===== config.mk =====
export PLATFORM = sky130hd
export DESIGN_NAME = rr_arb_mux4
export DESIGN_NICKNAME = d
export VERILOG_FILES = /design/src/rtl/rr_arb_mux4.sv
export SDC_FILE = /design/constraint.sdc
export NUM_CORES = 1
export LEC_CHECK = 0
export BUFFER_PORTS_ARGS = -buffer_cell sky130_fd_sc_hd__buf_2
export CORE_UTILIZATION = 54
export CTS_CLUSTER_SIZE = 40
export DETAILED_ROUTE_END_ITERATION = 10
export PLACE_DENSITY = 0.77
export REMOVE_ABC_BUFFERS = 1
export SYNTH_ARGS = -nofsm -noshare
export SYNTH_HDL_FRONTEND = slang
export SYNTH_SLANG_ARGS = --single-unit

===== constraint.sdc =====
create_clock -name clk -period 3.47 [get_ports clk]
set_input_delay 0.347 -clock clk [delete_from_list [all_inputs] [get_ports clk]]
set_output_delay 0.347 -clock clk [all_outputs]
set_load 0.03 [all_outputs]

===== src/rtl/rr_arb_mux4.sv =====
// Four-way round-robin arbiter with hold-limit preemption and a combinational data mux.
// The grant, sel and valid outputs are registered; out follows the owner's data input in the same cycle.
module rr_arb_mux4 #(
   parameter int DW       = 1,
   parameter int MAX_HOLD = 8
) (
   input  logic          clk,
   input  logic          rst,
   input  logic [3:0]    req,
   input  logic [DW-1:0] a,
   input  logic [DW-1:0] b,
   input  logic [DW-1:0] c,
   input  logic [DW-1:0] d,
   output logic [3:0]    gnt,
   output logic [1:0]    sel,
   output logic          valid,
   output logic [DW-1:0] out
);

   localparam logic [0:0] S_IDLE   = 1'b0;
   localparam logic [0:0] S_BUSY   = 1'b1;
   localparam logic [7:0] HOLD_MAX = 8'(MAX_HOLD);

   logic [0:0] state_q, state_d;
   logic [3:0] gnt_q,   gnt_d;
   logic [1:0] sel_q,   sel_d;
   logic [1:0] ptr_q,   ptr_d;
   logic [7:0] cnt_q,   cnt_d;

   logic       issue;
   logic [3:0] cand;
   logic [3:0] others;
   logic [1:0] win;

   // First set bit of r searching upward from p, wrapping modulo 4.
   function automatic logic [1:0] rr_pick(input logic [3:0] r, input logic [1:0] p);
      logic [1:0] idx;
      logic       found;
      rr_pick = p;
      found   = 1'b0;
      for (int i = 0; i < 4; i++) begin
         idx = p + 2'(i);
         if (!found && r[idx]) begin
            rr_pick = idx;
            found   = 1'b1;
         end
      end
   endfunction

   assign others = req & ~gnt_q;
   assign win    = rr_pick(cand, ptr_q);

   always_comb begin
      state_d = state_q;
      gnt_d   = gnt_q;
      sel_d   = sel_q;
      ptr_d   = ptr_q;
      cnt_d   = cnt_q;
      issue   = 1'b0;
      cand    = req;
      case (state_q)
         S_IDLE: begin
            if (|req) issue = 1'b1;
         end
         default: begin
            if (!req[sel_q]) begin
               if (|others) begin
                  issue = 1'b1;
                  cand  = others;
               end else begin
                  state_d = S_IDLE;
                  gnt_d   = 4'b0000;
                  cnt_d   = 8'd0;
               end
            end else if (cnt_q == HOLD_MAX && |others) begin
               // Hold limit reached with competitors waiting: preempt the owner.
               issue = 1'b1;
               cand  = others;
            end else if (cnt_q != HOLD_MAX) begin
               cnt_d = cnt_q + 8'd1;
            end
         end
      endcase
      if (issue) begin
         state_d = S_BUSY;
         gnt_d   = 4'b0001 << win;
         sel_d   = win;
         ptr_d   = win + 2'd1;
         cnt_d   = 8'd1;
      end
   end

   always_ff @(posedge clk) begin
      if (rst) begin
         state_q <= S_IDLE;
         gnt_q   <= 4'b0000;
         sel_q   <= 2'd0;
         ptr_q   <= 2'd0;
         cnt_q   <= 8'd0;
      end else begin
         state_q <= state_d;
         gnt_q   <= gnt_d;
         sel_q   <= sel_d;
         ptr_q   <= ptr_d;
         cnt_q   <= cnt_d;
      end
   end

   assign gnt   = gnt_q;
   assign sel   = sel_q;
   assign valid = (state_q == S_BUSY);

   always_comb begin
      out = '0;
      if (valid) begin
         case (sel_q)
            2'd0:    out = a;
            2'd1:    out = b;
            2'd2:    out = c;
            default: out = d;
         endcase
      end
   end

endmodule


==> results.py <==
metrics = {
    "cells_and_area": {
        "syn_to_final_growth_pct": 13.3,
        "final_cells": 159,
        "antenna_cells": 0,
        "utilization": 0.670,
        "final_layout_size_suffix_gt1_frac": 0.261,
        "final_net_count": 147,
        "final_cell_mix": "dfxtp_1, buf_2, nor2_1, nand2_1, a21oi_1",
        "final_area_um2": 1180,
    },
    "critical_path": {
        "crit_required_ns": 3.66,
        "timing.critical_path.buf_inv": 0,
        "worstReg2RegEnd": "ptr_q[1]",
        "endpoint_kind": "register",
        "cp.arrival_ns": 2.88,
        "crit_chain": "mux4_2 > a21boi_4 > o31ai_2 > a21oi_1 > o21a_1 > or4b_4 > o311ai_1",
        "reg2reg_slack_ns": 0.78,
        "startpoint_type": "register",
        "cpLargestDelayFamily": "compound AO/OA/AOI/OAI gates",
        "critPathKind": "register to register",
        "worstPathMaxFanout": 10,
        "max_stage_delay_ns": 0.55,
        "ff2ff_path_depth": 7,
        "cp_slowest_cell": "mux4_2",
        "rr_startpoint": "sel[0]",
    },
    "hold_path": {
        "min_from": "rst",
        "whs_path_depth": 2,
        "min_to": "cnt_q[0]",
        "hold_class": "input pin to register",
    },
    "synthesis": {
        "synth_top_flop_cell": "dfxtp_1",
        "synth_top_cells_by_area": "dfxtp_1, nor2_1, nand2_1, a21oi_1, a2111oi_4",
        "syn-instance-count": 115,
        "ys_ff_latch": 17,
        "ys_seq_area_frac": 0.327,
        "synth_top_cell_by_area": "dfxtp_1",
        "synth-edff-count": 0,
        "postSynth.asyncResetShare": 0,
        "synth_cell_types": 47,
        "synth_top_area_share": 0.327,
        "ys.warnings.count": 0,
        "syn_area_um2": 1040,
        "syn_avg_cell_area_um2": 9.06,
    },
    "clocking": {
        "htree_num_levels": 1,
        "cts_buffers": 3,
        "cts_tree": "done",
        "ctsResizeCount": 0,
        "clk_latency_ns": 0.28,
        "cts_max_path_buffers": 2,
        "clk_pin_slew_ns": 0.09,
        "clock_sinks": 17,
        "holdBufCountCts": 0,
        "cts_setup_buffers": 0,
        "cts-root-buf": "clkbuf_4",
    },
    "floorplanning": {
        "core_um2": 1760,
        "die_area_um2": 2110,
        "fp.dieH_um": 45.9,
        "start_util": 0.591,
        "die_w_um": 45.9,
        "io_pins": 18,
        "rows": 15,
    },
    "routing": {
        "vias": 933,
        "ant_nets": 0,
        "wire_per_inst_um": 14.0,
        "drt_first_pass_iters": 4,
        "drc": 0,
        "dr.first_iter.drc_count": 37,
        "drt-total-wl_mm": 2.23,
        "via_per_inst": 5.87,
    },
    "outcome": {
        "status": "finished, final reports clean",
    },
    "sta": {
        "hold_viol": 0,
        "fin_crit_sh": 0.775,
        "fin_tns_setup_ns": 0,
        "setup_violations": 0,
        "worst_pin_slew_ns": 0.572,
        "rsz0062_at_grt": "false",
        "slew_violations": 0,
        "relSlewSlack": 0.615,
        "timing.fmax_mhz": 372,
        "finClkSkew_ns": 0.00265,
        "min_period_ns": 2.69,
    },
    "pwr": {
        "ir_drop_v": 0.000287,
        "p_switching_mw": 0.207,
        "p_leak_nw": 0.451,
        "intPower_mw": 0.342,
        "p_comb_frac": 0.368,
        "p_clk_frac": 0.188,
        "p_seq_frac": 0.444,
        "p_per_area_nw_per_um2": 465,
        "p_sw_frac": 0.377,
    },
    "global_routing": {
        "track_usage": 0.249,
        "grt_start_max_net_pins": 15,
        "gr-total-overflow": 0,
        "grt_pass1_vias": 851,
        "grt_antenna_before_repair": 0,
        "grt_pass1_wl_mm": 3.77,
    },
    "job": {
        "cap_violations": 0,
    },
    "placed_design": {
        "hpwlAfterDp_mm": 1.72,
        "routabilityCongestion": 0.898,
        "post-place-cells": 155,
        "placed_area_um2": 1150,
        "port_buffers": 17,
    },
}
[layer usage]
metal	GRT usage	share of wire
met1	0.357	0.49
met2	0.355	0.44
met3	0.0516	0.067
met4	0.112	0.0027
met5	0	0
[worst max-delay path by stage]
stage	from	end	slack, ns	cells past startpoint
3_5_place_dp	req[1]	ptr_q[1]	0.75	8
2_1_floorplan	sel[0]	ptr_q[1]	0.55	7
3_3_place_gp	req[3]	ptr_q[1]	0.85	8
6_report	sel[0]	ptr_q[1]	0.78	7
5_1_grt	sel[0]	ptr_q[1]	0.61	7
4_1_cts	sel[0]	ptr_q[1]	0.79	7
[layout make-up]
class                           instances  area [µm²]
Clock buffer                            4        26.3
Fill cell                             160         583
Inverter                                5        18.8
Multi-Input combinational cell         90         672
Sequential cell                        17         340
Tap cell                               25        31.3
Timing Repair Buffer                   18        92.6
[cell families after synthesis]
logic type	synth area share
XOR/XNOR	0.0336
AO/OA/AOI/OAI	0.273
flip-flops	0.327
buffers and inverters	0.0288
adder cells (fa/ha/maj)	0.0240
AND/OR/NAND/NOR	0.258
multiplexers	0.0564
[flip-flops by register name, indices dropped and copies added, names as in the netlist]
| name | count |
|---|---|
| cnt_q | 8 |
| gnt | 4 |
| ptr_q | 2 |
| sel | 2 |
| valid | 1 |
[worst register-to-register path: stages, from the launching register on]
cell,delay [ns]
dfxtp_1,0.40
mux4_2,0.55
a21boi_4,0.19
o31ai_2,0.43
a21oi_1,0.14
o21a_1,0.25
or4b_4,0.54
o311ai_1,0.09
[through the flow]
step	hold slack [ns]	setup WS (ns)	total power [mW]
after global routing	0.378	0.614	0.586
final	0.371	0.782	0.549
after CTS	0.356	0.786	0.553
after detailed placement	0.483	0.750	0.448
after floorplan	0.416	0.550	0.392
after global placement	0.478	0.848	0.444
[power groups by stage]
| stage | logic (mW) | registers, mW | clock network [mW] |
|---|---|---|---|
| floorplan | 0.125 | 0.266 | 0 |
| global placement | 0.197 | 0.247 | 0 |
| global route | 0.220 | 0.248 | 0.118 |
| detailed placement | 0.201 | 0.247 | 0 |
| CTS | 0.201 | 0.244 | 0.109 |
| finish | 0.202 | 0.244 | 0.103 |
[synthesized netlist by cell type (2+ instances only)]
master,number
ha_1,2
xor2_1,2
nand2_1,12
buf_1,2
o21ai_1,2
o31ai_1,2
a21oi_1,7
xnor2_1,2
nor2b_1,4
or3_1,2
o31ai_2,2
or3b_1,2
a211oi_1,2
o21a_1,3
dfxtp_1,17
nor4_1,2
inv_1,5
o21ai_0,3
nor2_1,13
nor3_1,2
No activity file was read; power rests on OpenSTA's default activity.
